$ cat config.mk
export PLATFORM = sky130hd
export DESIGN_NAME = muldiv_sequencer_flat
export DESIGN_NICKNAME = d
export VERILOG_FILES = /design/src/rtl/muldiv_pkg.sv /design/src/rtl/muldiv_sequencer_if.sv /design/src/rtl/muldiv_datapath.sv /design/src/rtl/muldiv_sequencer.sv /design/src/flat_wrapper.sv
export SDC_FILE = /design/constraint.sdc
export NUM_CORES = 1
export LEC_CHECK = 0
export BUFFER_PORTS_ARGS = -buffer_cell sky130_fd_sc_hd__buf_2
export CAP_MARGIN = 20
export CORE_ASPECT_RATIO = 2
export CORE_UTILIZATION = 61
export DETAILED_ROUTE_END_ITERATION = 6
export PLACE_DENSITY = 0.92
export SLEW_MARGIN = 20
export SYNTH_ARGS = -nofsm -noshare
export SYNTH_HDL_FRONTEND = slang
export SYNTH_SLANG_ARGS = --single-unit
$ cat constraint.sdc
create_clock -name clk -period 4 [get_ports clk]
set_clock_uncertainty 0.15 [all_clocks]
set_input_delay 0.6 -clock clk [delete_from_list [all_inputs] [get_ports clk]]
set_output_delay 0.6 -clock clk [all_outputs]
set_load 0.005 [all_outputs]
$ cat src/rtl/muldiv_pkg.sv
// Shared types for the iterative multiply/divide unit.
// Op encodings, sequencer states and counter sizing.
package muldiv_pkg;

  localparam int XLEN  = 32;
  localparam int CNT_W = $clog2(XLEN);

  typedef enum logic [1:0] {
    OP_MULT  = 2'b00,
    OP_MULTU = 2'b01,
    OP_DIV   = 2'b10,
    OP_DIVU  = 2'b11
  } op_e;

  typedef enum logic [1:0] {
    IDLE = 2'b00,
    RUN  = 2'b01,
    FIX  = 2'b10
  } state_e;

  function automatic logic op_signed(input logic [1:0] op);
    return (op == OP_MULT) || (op == OP_DIV);
  endfunction

endpackage

$ cat src/rtl/muldiv_sequencer_if.sv
// EX-side request/response bundle of the mul/div unit.
// master = pipeline side, slave = mul/div unit.
interface muldiv_sequencer_if #(
  parameter int WIDTH = 32
);

  logic             start;
  logic [1:0]       op;
  logic [WIDTH-1:0] rs_val;
  logic [WIDTH-1:0] rt_val;
  logic             hi_we;
  logic             lo_we;
  logic [WIDTH-1:0] wdata;
  logic             mf_req;
  logic             flush;
  logic             busy;
  logic             done;
  logic             stall;
  logic [WIDTH-1:0] hi;
  logic [WIDTH-1:0] lo;

  modport master (
    output start, op, rs_val, rt_val,
    output hi_we, lo_we, wdata,
    output mf_req, flush,
    input  busy, done, stall, hi, lo
  );

  modport slave (
    input  start, op, rs_val, rt_val,
    input  hi_we, lo_we, wdata,
    input  mf_req, flush,
    output busy, done, stall, hi, lo
  );

endinterface

$ cat src/rtl/muldiv_datapath.sv
// Combinational radix-2 step, operand magnitudes and sign fix-up
// for the mul/div sequencer.
module muldiv_datapath #(
  parameter int WIDTH = 32
) (
  input  logic             sgn,
  input  logic [WIDTH-1:0] rs_val,
  input  logic [WIDTH-1:0] rt_val,
  output logic             sa,
  output logic             sb,
  output logic [WIDTH-1:0] mag_a,
  output logic [WIDTH-1:0] mag_b,
  input  logic             is_div,
  input  logic [WIDTH-1:0] acc_hi,
  input  logic [WIDTH-1:0] acc_lo,
  input  logic [WIDTH-1:0] mreg,
  output logic [WIDTH-1:0] step_hi,
  output logic [WIDTH-1:0] step_lo,
  input  logic             neg_q,
  input  logic             neg_r,
  output logic [WIDTH-1:0] fix_hi,
  output logic [WIDTH-1:0] fix_lo
);

  logic [WIDTH:0]     sum;
  logic [WIDTH:0]     shl;
  logic [WIDTH:0]     diff;
  logic [2*WIDTH-1:0] prod;
  logic [2*WIDTH-1:0] nprod;

  always_comb begin
    sa    = sgn & rs_val[WIDTH-1];
    sb    = sgn & rt_val[WIDTH-1];
    mag_a = sa ? -rs_val : rs_val;
    mag_b = sb ? -rt_val : rt_val;
  end

  // Remainder stays below the divisor, so diff[WIDTH] is a clean borrow.
  always_comb begin
    sum  = {1'b0, acc_hi} + (acc_lo[0] ? {1'b0, mreg} : '0);
    shl  = {acc_hi, acc_lo[WIDTH-1]};
    diff = shl - {1'b0, mreg};
    if (is_div) begin
      if (!diff[WIDTH]) begin
        step_hi = diff[WIDTH-1:0];
        step_lo = {acc_lo[WIDTH-2:0], 1'b1};
      end else begin
        step_hi = shl[WIDTH-1:0];
        step_lo = {acc_lo[WIDTH-2:0], 1'b0};
      end
    end else begin
      step_hi = sum[WIDTH:1];
      step_lo = {sum[0], acc_lo[WIDTH-1:1]};
    end
  end

  always_comb begin
    prod  = {acc_hi, acc_lo};
    nprod = -prod;
    if (is_div) begin
      fix_hi = neg_r ? -acc_hi : acc_hi;
      fix_lo = neg_q ? -acc_lo : acc_lo;
    end else begin
      {fix_hi, fix_lo} = neg_q ? nprod : prod;
    end
  end

endmodule

$ cat src/rtl/muldiv_sequencer.sv
// Iterative MIPS mul/div unit: FSM, operand/sign state,
// HI/LO registers and pipeline stall generation.
module muldiv_sequencer
  import muldiv_pkg::*;
#(
  parameter int WIDTH = 32
) (
  input logic           clk,
  input logic           rst_n,
  muldiv_sequencer_if.slave bus
);

  localparam int CW =
    (WIDTH == XLEN) ? CNT_W : $clog2(WIDTH);

  state_e           state;
  logic [CW-1:0]    cnt;
  logic             fix_ph;
  logic             is_div;
  logic             neg_q;
  logic             neg_r;
  logic [WIDTH-1:0] acc_hi;
  logic [WIDTH-1:0] acc_lo;
  logic [WIDTH-1:0] mreg;
  logic [WIDTH-1:0] hi_q;
  logic [WIDTH-1:0] lo_q;
  logic             done_q;

  logic             sa;
  logic             sb;
  logic [WIDTH-1:0] mag_a;
  logic [WIDTH-1:0] mag_b;
  logic [WIDTH-1:0] step_hi;
  logic [WIDTH-1:0] step_lo;
  logic [WIDTH-1:0] fix_hi;
  logic [WIDTH-1:0] fix_lo;
  logic             div0;

  assign div0 = bus.op[1] && (bus.rt_val == '0);

  muldiv_datapath #(.WIDTH(WIDTH)) u_dp (
    .sgn     (op_signed(bus.op)),
    .rs_val  (bus.rs_val),
    .rt_val  (bus.rt_val),
    .sa      (sa),
    .sb      (sb),
    .mag_a   (mag_a),
    .mag_b   (mag_b),
    .is_div  (is_div),
    .acc_hi  (acc_hi),
    .acc_lo  (acc_lo),
    .mreg    (mreg),
    .step_hi (step_hi),
    .step_lo (step_lo),
    .neg_q   (neg_q),
    .neg_r   (neg_r),
    .fix_hi  (fix_hi),
    .fix_lo  (fix_lo)
  );

  always_ff @(posedge clk or negedge rst_n) begin
    if (!rst_n) begin
      state  <= IDLE;
      cnt    <= '0;
      fix_ph <= 1'b0;
      is_div <= 1'b0;
      neg_q  <= 1'b0;
      neg_r  <= 1'b0;
      acc_hi <= '0;
      acc_lo <= '0;
      mreg   <= '0;
      hi_q   <= '0;
      lo_q   <= '0;
      done_q <= 1'b0;
    end else begin
      done_q <= 1'b0;
      if (bus.flush) begin
        state  <= IDLE;
        cnt    <= '0;
        fix_ph <= 1'b0;
      end else begin
        unique case (state)
          IDLE: begin
            if (bus.start) begin
              is_div <= bus.op[1];
              mreg   <= mag_b;
              fix_ph <= 1'b0;
              // Div-by-zero result is preloaded; fix-up is a no-op.
              if (div0) begin
                acc_hi <= bus.rs_val;
                acc_lo <= '1;
                neg_q  <= 1'b0;
                neg_r  <= 1'b0;
                state  <= FIX;
              end else begin
                acc_hi <= '0;
                acc_lo <= mag_a;
                neg_q  <= sa ^ sb;
                neg_r  <= sa;
                cnt    <= CW'(WIDTH - 1);
                state  <= RUN;
              end
            end else begin
              if (bus.hi_we) hi_q <= bus.wdata;
              if (bus.lo_we) lo_q <= bus.wdata;
            end
          end
          RUN: begin
            acc_hi <= step_hi;
            acc_lo <= step_lo;
            cnt    <= cnt - 1'b1;
            if (cnt == '0) state <= FIX;
          end
          FIX: begin
            if (!fix_ph) begin
              acc_hi <= fix_hi;
              acc_lo <= fix_lo;
              fix_ph <= 1'b1;
            end else begin
              hi_q   <= acc_hi;
              lo_q   <= acc_lo;
              done_q <= 1'b1;
              fix_ph <= 1'b0;
              state  <= IDLE;
            end
          end
          default: state <= IDLE;
        endcase
      end
    end
  end

  assign bus.busy  = (state != IDLE);
  assign bus.stall = bus.busy &
    (bus.mf_req | bus.start | bus.hi_we | bus.lo_we);
  assign bus.done  = done_q;
  assign bus.hi    = hi_q;
  assign bus.lo    = lo_q;

endmodule

$ cat src/flat_wrapper.sv
// flat-port wrapper written by rule: the top's interface ports become plain ports
module muldiv_sequencer_flat import muldiv_pkg::*;
#(
  parameter int WIDTH = 32
)
  (clk, rst_n, bus_start, bus_op, bus_rs_val, bus_rt_val, bus_hi_we, bus_lo_we, bus_wdata, bus_mf_req, bus_flush, bus_busy, bus_done, bus_stall, bus_hi, bus_lo);
  muldiv_sequencer_if #(.WIDTH(WIDTH)) bus_i ();
  input logic clk;
  input logic rst_n;
  input wire logic [$bits(bus_i.start)-1:0] bus_start;
  input wire logic [$bits(bus_i.op)-1:0] bus_op;
  input wire logic [$bits(bus_i.rs_val)-1:0] bus_rs_val;
  input wire logic [$bits(bus_i.rt_val)-1:0] bus_rt_val;
  input wire logic [$bits(bus_i.hi_we)-1:0] bus_hi_we;
  input wire logic [$bits(bus_i.lo_we)-1:0] bus_lo_we;
  input wire logic [$bits(bus_i.wdata)-1:0] bus_wdata;
  input wire logic [$bits(bus_i.mf_req)-1:0] bus_mf_req;
  input wire logic [$bits(bus_i.flush)-1:0] bus_flush;
  output wire logic [$bits(bus_i.busy)-1:0] bus_busy;
  output wire logic [$bits(bus_i.done)-1:0] bus_done;
  output wire logic [$bits(bus_i.stall)-1:0] bus_stall;
  output wire logic [$bits(bus_i.hi)-1:0] bus_hi;
  output wire logic [$bits(bus_i.lo)-1:0] bus_lo;
  assign bus_i.start = bus_start;
  assign bus_i.op = bus_op;
  assign bus_i.rs_val = bus_rs_val;
  assign bus_i.rt_val = bus_rt_val;
  assign bus_i.hi_we = bus_hi_we;
  assign bus_i.lo_we = bus_lo_we;
  assign bus_i.wdata = bus_wdata;
  assign bus_i.mf_req = bus_mf_req;
  assign bus_i.flush = bus_flush;
  assign bus_busy = bus_i.busy;
  assign bus_done = bus_i.done;
  assign bus_stall = bus_i.stall;
  assign bus_hi = bus_i.hi;
  assign bus_lo = bus_i.lo;
  muldiv_sequencer #(.WIDTH(WIDTH)) u_core (.clk(clk), .rst_n(rst_n), .bus(bus_i));
endmodule
==> results of run 1 <==
-- logic make-up after synthesis --
kind of cell | share of synthesized area, %
AND/OR/NAND/NOR | 22.7
AO/OA/AOI/OAI | 27.9
buffers and inverters | 5.74
flip-flops | 27.1
XOR/XNOR | 6.52
adder cells (fa/ha/maj) | 6.09
multiplexers | 3.95
-- worst reg2reg max path, cell delays in order, from the launching register on --
cell       delay [ns]
dfrtp_2          0.43
and2_1           0.15
ha_1             0.17
inv_1            0.06
fa_1             0.40
nand2b_1         0.18
a211oi_1         0.37
o2111a_1         0.31
o21a_1           0.23
o21ai_0          0.23
a41oi_1          0.29
o32ai_1          0.16
a2111oi_2        0.40
o221a_2          0.25
-- cells in the mapped netlist (15+ instances only) --
| library cell | count |
|---|---|
| or3_1 | 20 |
| mux2i_1 | 31 |
| o221ai_1 | 15 |
| a21oi_1 | 282 |
| nor2b_1 | 42 |
| o211ai_1 | 16 |
| a211oi_1 | 28 |
| nand2_1 | 197 |
| nor4_1 | 23 |
| and3_1 | 21 |
| inv_1 | 81 |
| a31oi_1 | 22 |
| o31ai_1 | 18 |
| o21ai_0 | 129 |
| mux2_2 | 28 |
| nand2b_1 | 15 |
| clkbuf_1 | 105 |
| nor2_1 | 236 |
| o311ai_0 | 19 |
| nor3_1 | 42 |
| a32o_1 | 15 |
| ha_1 | 74 |
| a21o_1 | 30 |
| xnor2_1 | 71 |
| dfrtp_1 | 172 |
| nand3_1 | 42 |
| xor2_1 | 47 |
-- registers in the layout, summed over array words and instances (netlist names), 2 cells and up --
| signal | flops |
|---|---|
| u_core.acc_hi | 32 |
| u_core.cnt | 5 |
| u_core.state | 2 |
| u_core.acc_lo | 32 |
| u_core.bus.lo | 32 |
| u_core.mreg | 32 |
| u_core.bus.hi | 32 |
-- final timing paths --
kind                       depth (start not counted)                end
max in group asynchronous                          2     u_core.mreg[7]
hold reg to reg                                    2    u_core.mreg[17]
min in group clk                                   2      u_core.is_div
setup / recovery                                  13  u_core.acc_hi[31]
setup reg to reg                                  13  u_core.acc_hi[31]
hold / removal                                     1  u_core.bus.hi[28]
-- layout make-up --
cell class / instances / area, um^2 / share of cell area (%)
clock buffer: 18 / 429 / 2.40
inverter: 82 / 308 / 1.72
antenna: 1 / 2.50 / 0.0140
sequential: 172 / 4310 / 24.1
tap: 340 / 425 / 2.38
multi-input combinational: 1678 / 10700 / 59.8
clock inverter: 14 / 125 / 0.699
timing repair buffer: 265 / 1610 / 8.97
-- metal layers --
metal  vias up  part of all wire, %  track usage [%]
met5         -                0.016                0
met4         2                   10             38.9
met3       413                  8.8             9.70
met2      1178                   48             70.6
met1      8097                   33             44.4
li1       7832                    -                -
-- per-stage QoR --
| stage | util (%) | power [mW] | hold WS, ns | worst slack (ns) |
|---|---|---|---|---|
| after floorplan | - | 11.4 | 0.154 | 0.586 |
| after global placement | 67.8 | 14.5 | 0.310 | 0.217 |
| after detailed placement | 67.8 | 14.9 | 0.321 | 0.152 |
| after CTS | 70.0 | 16.6 | 0.0734 | 0.124 |
| after global routing | 70.1 | 18.1 | 0.104 | 0.0913 |
| final | 70.1 | 17.0 | 0.0319 | 0.164 |
-- power groups by stage --
| stage | registers (mW) | logic [mW] | clock network, mW |
|---|---|---|---|
| 5_1_grt | 3.58 | 12.8 | 1.71 |
| 3_5_place_dp | 3.47 | 11.4 | 0 |
| 3_3_place_gp | 3.43 | 11.1 | 0 |
| 2_1_floorplan | 3.22 | 8.17 | 0 |
| 4_1_cts | 3.44 | 11.5 | 1.65 |
| 6_report | 3.51 | 11.9 | 1.66 |
-- what timing repair did --
item,in CTS,in global routing
hold buffers,0,0
buffers inserted,0,0
resized for setup,0,6
endpoints found under the setup margin,0,10
==> out/qor.yml, run 1 <==
cp_slowest_cell: "dfrtp_2"
cp_top_family: "compound AO/OA/AOI/OAI gates"
placed_cells: 2537
grt-ovfl-total: 0
clock_latency_ns: 0.47
p_sw_mw: 8.99
start_util_pct: 62.1
die_w_um: 116
cts_tree: "done"
power_frac_clock_pct: 9.7
relSlewSlack_pct: 33.2
dieArea_mm2: 0.0267
ys.flop_type: "dfrtp_1"
crit_start: "u_core.acc_lo[0]"
r2r_setup_slack_ns: 0.16
arrival_ns: 4.09
pwr-share-comb_pct: 69.7
cts_buffers: 17
yosysTopAreaCellShare_pct: 27.1
finalNonFillerCells: 2570
grt_pass1_vias: 17100
routedWlPerCell_um: 21.9
syn_area_per_cell_um2: 7.67
synth-seq-area-share_pct: 27.1
io_pins: 172
nets: 2397
internal_power_mw: 8.04
synth_cells: 2068
finalWeightedCongestion: 1.03
cap_violations: 0
placed_area_mm2: 0.0173
fin_crit_ns: 3.84
cp_max_fo: 8
final_area_mm2: 0.0179
critPathMaxStageDelay_ns: 0.43
cts.sinks: 172
hpwl_um: 42100
crit_chain: "and2_1 -> ha_1 -> inv_1 -> fa_1 -> nand2b_1 -> a211oi_1 -> o2111a_1 -> o21a_1 -> o21ai_0 -> a41oi_1 -> o32ai_1 -> a2111oi_2 -> o221a_2"
coreArea_mm2: 0.0255
htree_levels: 4
rr_startpoint: "u_core.acc_lo[0]"
p_per_area_mw_per_mm2: 951
antenna_found_initial: 2
rsz0062_at_grt: "false"
die_h_um: 230
final_hold_viol_count: 0
fin_crit_sh_pct: 95.9
status: "finished, final reports clean"
p_seq_share_pct: 20.6
io_buffers: 171
max_freq_mhz: 261
ir_drop_mv: 0.447
path_class: "register to register"
grt_max_degree: 81
setup_violations: 0
fp-row-count: 83
path_clk_slew_ns: 0.08
min_path_type: "input pin to asynchronous set/reset pin"
path_buf_inv: 1
slew_violations: 0
synth_edf_count: 0
layout_commonest_cell: "a21oi_1"
gr-usage-all-layers_pct: 42.9
synth_seq_cells: 172
root_buffer: "clkbuf_16"
fin_tns_setup_ns: 0
worstPathRequired_ns: 4.25
syn_area_mm2: 0.0159
drt_iter0_drc: 2040
clockBufferDepth: 2
yosys_warnings: 0
vias_per_cell: 6.82
syn-num-nets: 2249
p_leak_nw: 7.88
totalWireLength_um: 56300
tightestPinTransition_ns: 1.00
synth_top_area_cell: "dfrtp_1"
synth.area.top_cells: "dfrtp_1 27%, a21oi_1 8.9%, ha_1 5.8%"
synthArstFlopShare_pct: 100
worst_setup_path_end_kind: "register"
drt_pre_antenna_iters: 7
grt_pass1_wl_um: 88000
fillers: 2149
p_sw_share_pct: 52.8
yosysUniqueCellTypes: 94
start_kind: "register"
layout-drive-gt1-share_pct: 17.3
final_cell_mix: "279 x a21oi_1, 234 x nor2_1, 197 x nand2_1"
final_antenna_net_count: 0
areaGrowthSynthToFinish_pct: 12.9
via_count: 17500
drc_errors: 0
No activity file was read; power rests on OpenSTA's default activity.
==> run 2: changes to the inputs <==
- CORE_UTILIZATION: 61 -> 57
- PLACE_DENSITY: 0.92 -> 0.88
==> out/qor.yml, run 2 (synthesis results as in run 1) <==
min_path_type: "input pin to asynchronous set/reset pin"  # unchanged
rsz0062_at_grt: "false"  # unchanged
io_buffers: 171  # unchanged
p_per_area_mw_per_mm2: 954  # was 951 mW/mm^2
root_buffer: "clkbuf_16"  # unchanged
final_antenna_net_count: 0  # unchanged
r2r_cells: 14  # was 13
areaGrowthSynthToFinish_pct: 14.3  # was 12.9%
failed_checks: "design-rule violations"
io_pins: 172  # unchanged
via_count: 17400  # was 17,500
layout-drive-gt1-share_pct: 18.1  # was 17.3%
cts_buffers: 17  # unchanged
cts_tree: "done"  # unchanged
p_leak_nw: 7.99  # was 7.88 nW
drt_iter0_drc: 1739  # was 2,040
path_class: "register to register"  # unchanged
fin_crit_ns: 3.87  # was 3.84 ns
totalWireLength_um: 58000  # was 56,300 um
dieArea_mm2: 0.0285  # was 0.0267 mm^2
drc_errors: 1  # was 0
max_freq_mhz: 258  # was 261 MHz
path_clk_slew_ns: 0.08  # about the same
final_hold_viol_count: 0  # unchanged
cap_violations: 0  # unchanged
coreArea_mm2: 0.0274  # was 0.0255 mm^2
antenna_found_initial: 2  # unchanged
status: "finished with violations"  # was finished, final reports clean
die_w_um: 120  # was 116 um
clockBufferDepth: 2  # unchanged
fillers: 2383  # was 2,149
fin_tns_setup_ns: 0  # unchanged
layout_commonest_cell: "a21oi_1"  # unchanged
grt-ovfl-total: 0  # unchanged
tightestPinTransition_ns: 0.994  # was 1.00 ns
die_h_um: 238  # was 230 um
final_cell_mix: "279 x a21oi_1, 234 x nor2_1, 197 x nand2_1"  # unchanged
worstPathRequired_ns: 4.24  # was 4.25 ns
grt_pass1_vias: 17600  # was 17,100
start_util_pct: 57.8  # was 62.1%
r2r_end: "u_core.acc_hi[30]"  # was u_core.acc_hi[31]
cts.sinks: 172  # unchanged
routedWlPerCell_um: 22.3  # was 21.9 um
power.total_mw: 17.3  # was 17.0 mW
worst_setup_path_end_kind: "register"  # unchanged
arrival_ns: 4.12  # was 4.09 ns
hpwl_um: 43800  # was 42,100 um
relSlewSlack_pct: 33.7  # was 33.2%
drt_pre_antenna_iters: 7  # unchanged
setup_violations: 0  # unchanged
grt_pass1_wl_um: 91100  # was 88,000 um
ir_drop_mv: 0.431  # was 0.447 mV
start_kind: "register"  # unchanged
nets: 2416  # was 2,397
rr_startpoint: "u_core.acc_lo[0]"  # unchanged
grt_max_degree: 117  # was 81
gr-usage-all-layers_pct: 41.0  # was 42.9%
slew_violations: 0  # unchanged
fin_crit_sh_pct: 96.9  # was 95.9%
fp-row-count: 86  # was 83
cp_max_fo: 8  # unchanged
vias_per_cell: 6.68  # was 6.82
finalWeightedCongestion: 1.01  # was 1.03
clock_latency_ns: 0.47  # about the same
r2r_setup_slack_ns: 0.13  # was 0.16 ns
htree_levels: 4  # unchanged
==> run 2: metrics by stage <==
stage | util, % | hold slack, ns | cells | cell area, um^2 | setup WS, ns
after floorplan | - | 0.154 | 2068 | 15900 | 0.586
after global placement | 63.7 | 0.313 | 2566 | 17500 | 0.154
after detailed placement | 63.7 | 0.317 | 2566 | 17500 | 0.0513
after CTS | 65.9 | 0.110 | 2598 | 18100 | 0.0198
after global routing | 66.1 | 0.138 | 2602 | 18100 | 0.00794
final | 66.1 | 0.0453 | 2602 | 18100 | 0.126
==> run 2: worst max path at each step <==
stage / from / to / slack [ns] / depth (start not counted)
6_report: u_core.acc_lo[0] / u_core.acc_hi[30] / 0.13 / 14
5_1_grt: u_core.acc_lo[0] / u_core.acc_hi[30] / 0.008 / 14
4_1_cts: u_core.acc_lo[0] / u_core.acc_hi[31] / 0.02 / 15
3_5_place_dp: u_core.acc_lo[0] / u_core.acc_hi[31] / 0.05 / 15
3_3_place_gp: u_core.acc_lo[31] / u_core.acc_hi[23] / 0.15 / 14
2_1_floorplan: u_core.acc_hi[4] / u_core.acc_hi[30] / 0.59 / 11
==> run 2: final cells by class <==
type	count	area, um^2	area share [%]
inverters	82	312	1.72
flip-flops and latches	172	4310	23.8
clock inverters	15	170	0.939
clock buffers	17	425	2.35
diodes	2	5.00	0.0276
repair buffers	284	1760	9.71
multi-input cells	1678	10700	59.1
well taps	352	440	2.43
==> run 2: routing by layer <==
layer  vias to the layer above  wire length, um  global-route usage (%)
li1                       7835                -                       -
met1                      8137            19400                    42.0
met2                      1040            29100                    71.4
met3                       368             4240                    7.74
met4                         0             5270                    33.8
met5                         -                0                       0
==> run 2: repair_timing <==
action | 4_1_cts | 5_1_grt
hold buffers | 0 | 0
setup endpoints to repair | 1 | 11
buffers inserted | 0 | 2
pin swaps | 0 | 1
resized for setup | 1 | 6
==> run 2: power breakdown <==
part           switching, mW  leakage [nW]  internal (mW)
registers              0.910          2.07           2.58
logic                   7.30          5.63           4.74
clock network          0.861         0.293          0.894
==> run 2: critical path: stages, from the launching register on <==
cell and delay, ns:
dfrtp_2 0.48, clkinvlp_4 0.18, buf_12 0.17, buf_4 0.14, nor2_1 0.10, ha_1 0.30
a21oi_1 0.31, o21ai_0 0.26, a32oi_1 0.21, nand3_1 0.23, a41oi_1 0.38, o21ai_0 0.22
a21oi_1 0.20, mux2_2 0.34, a31oi_1 0.12
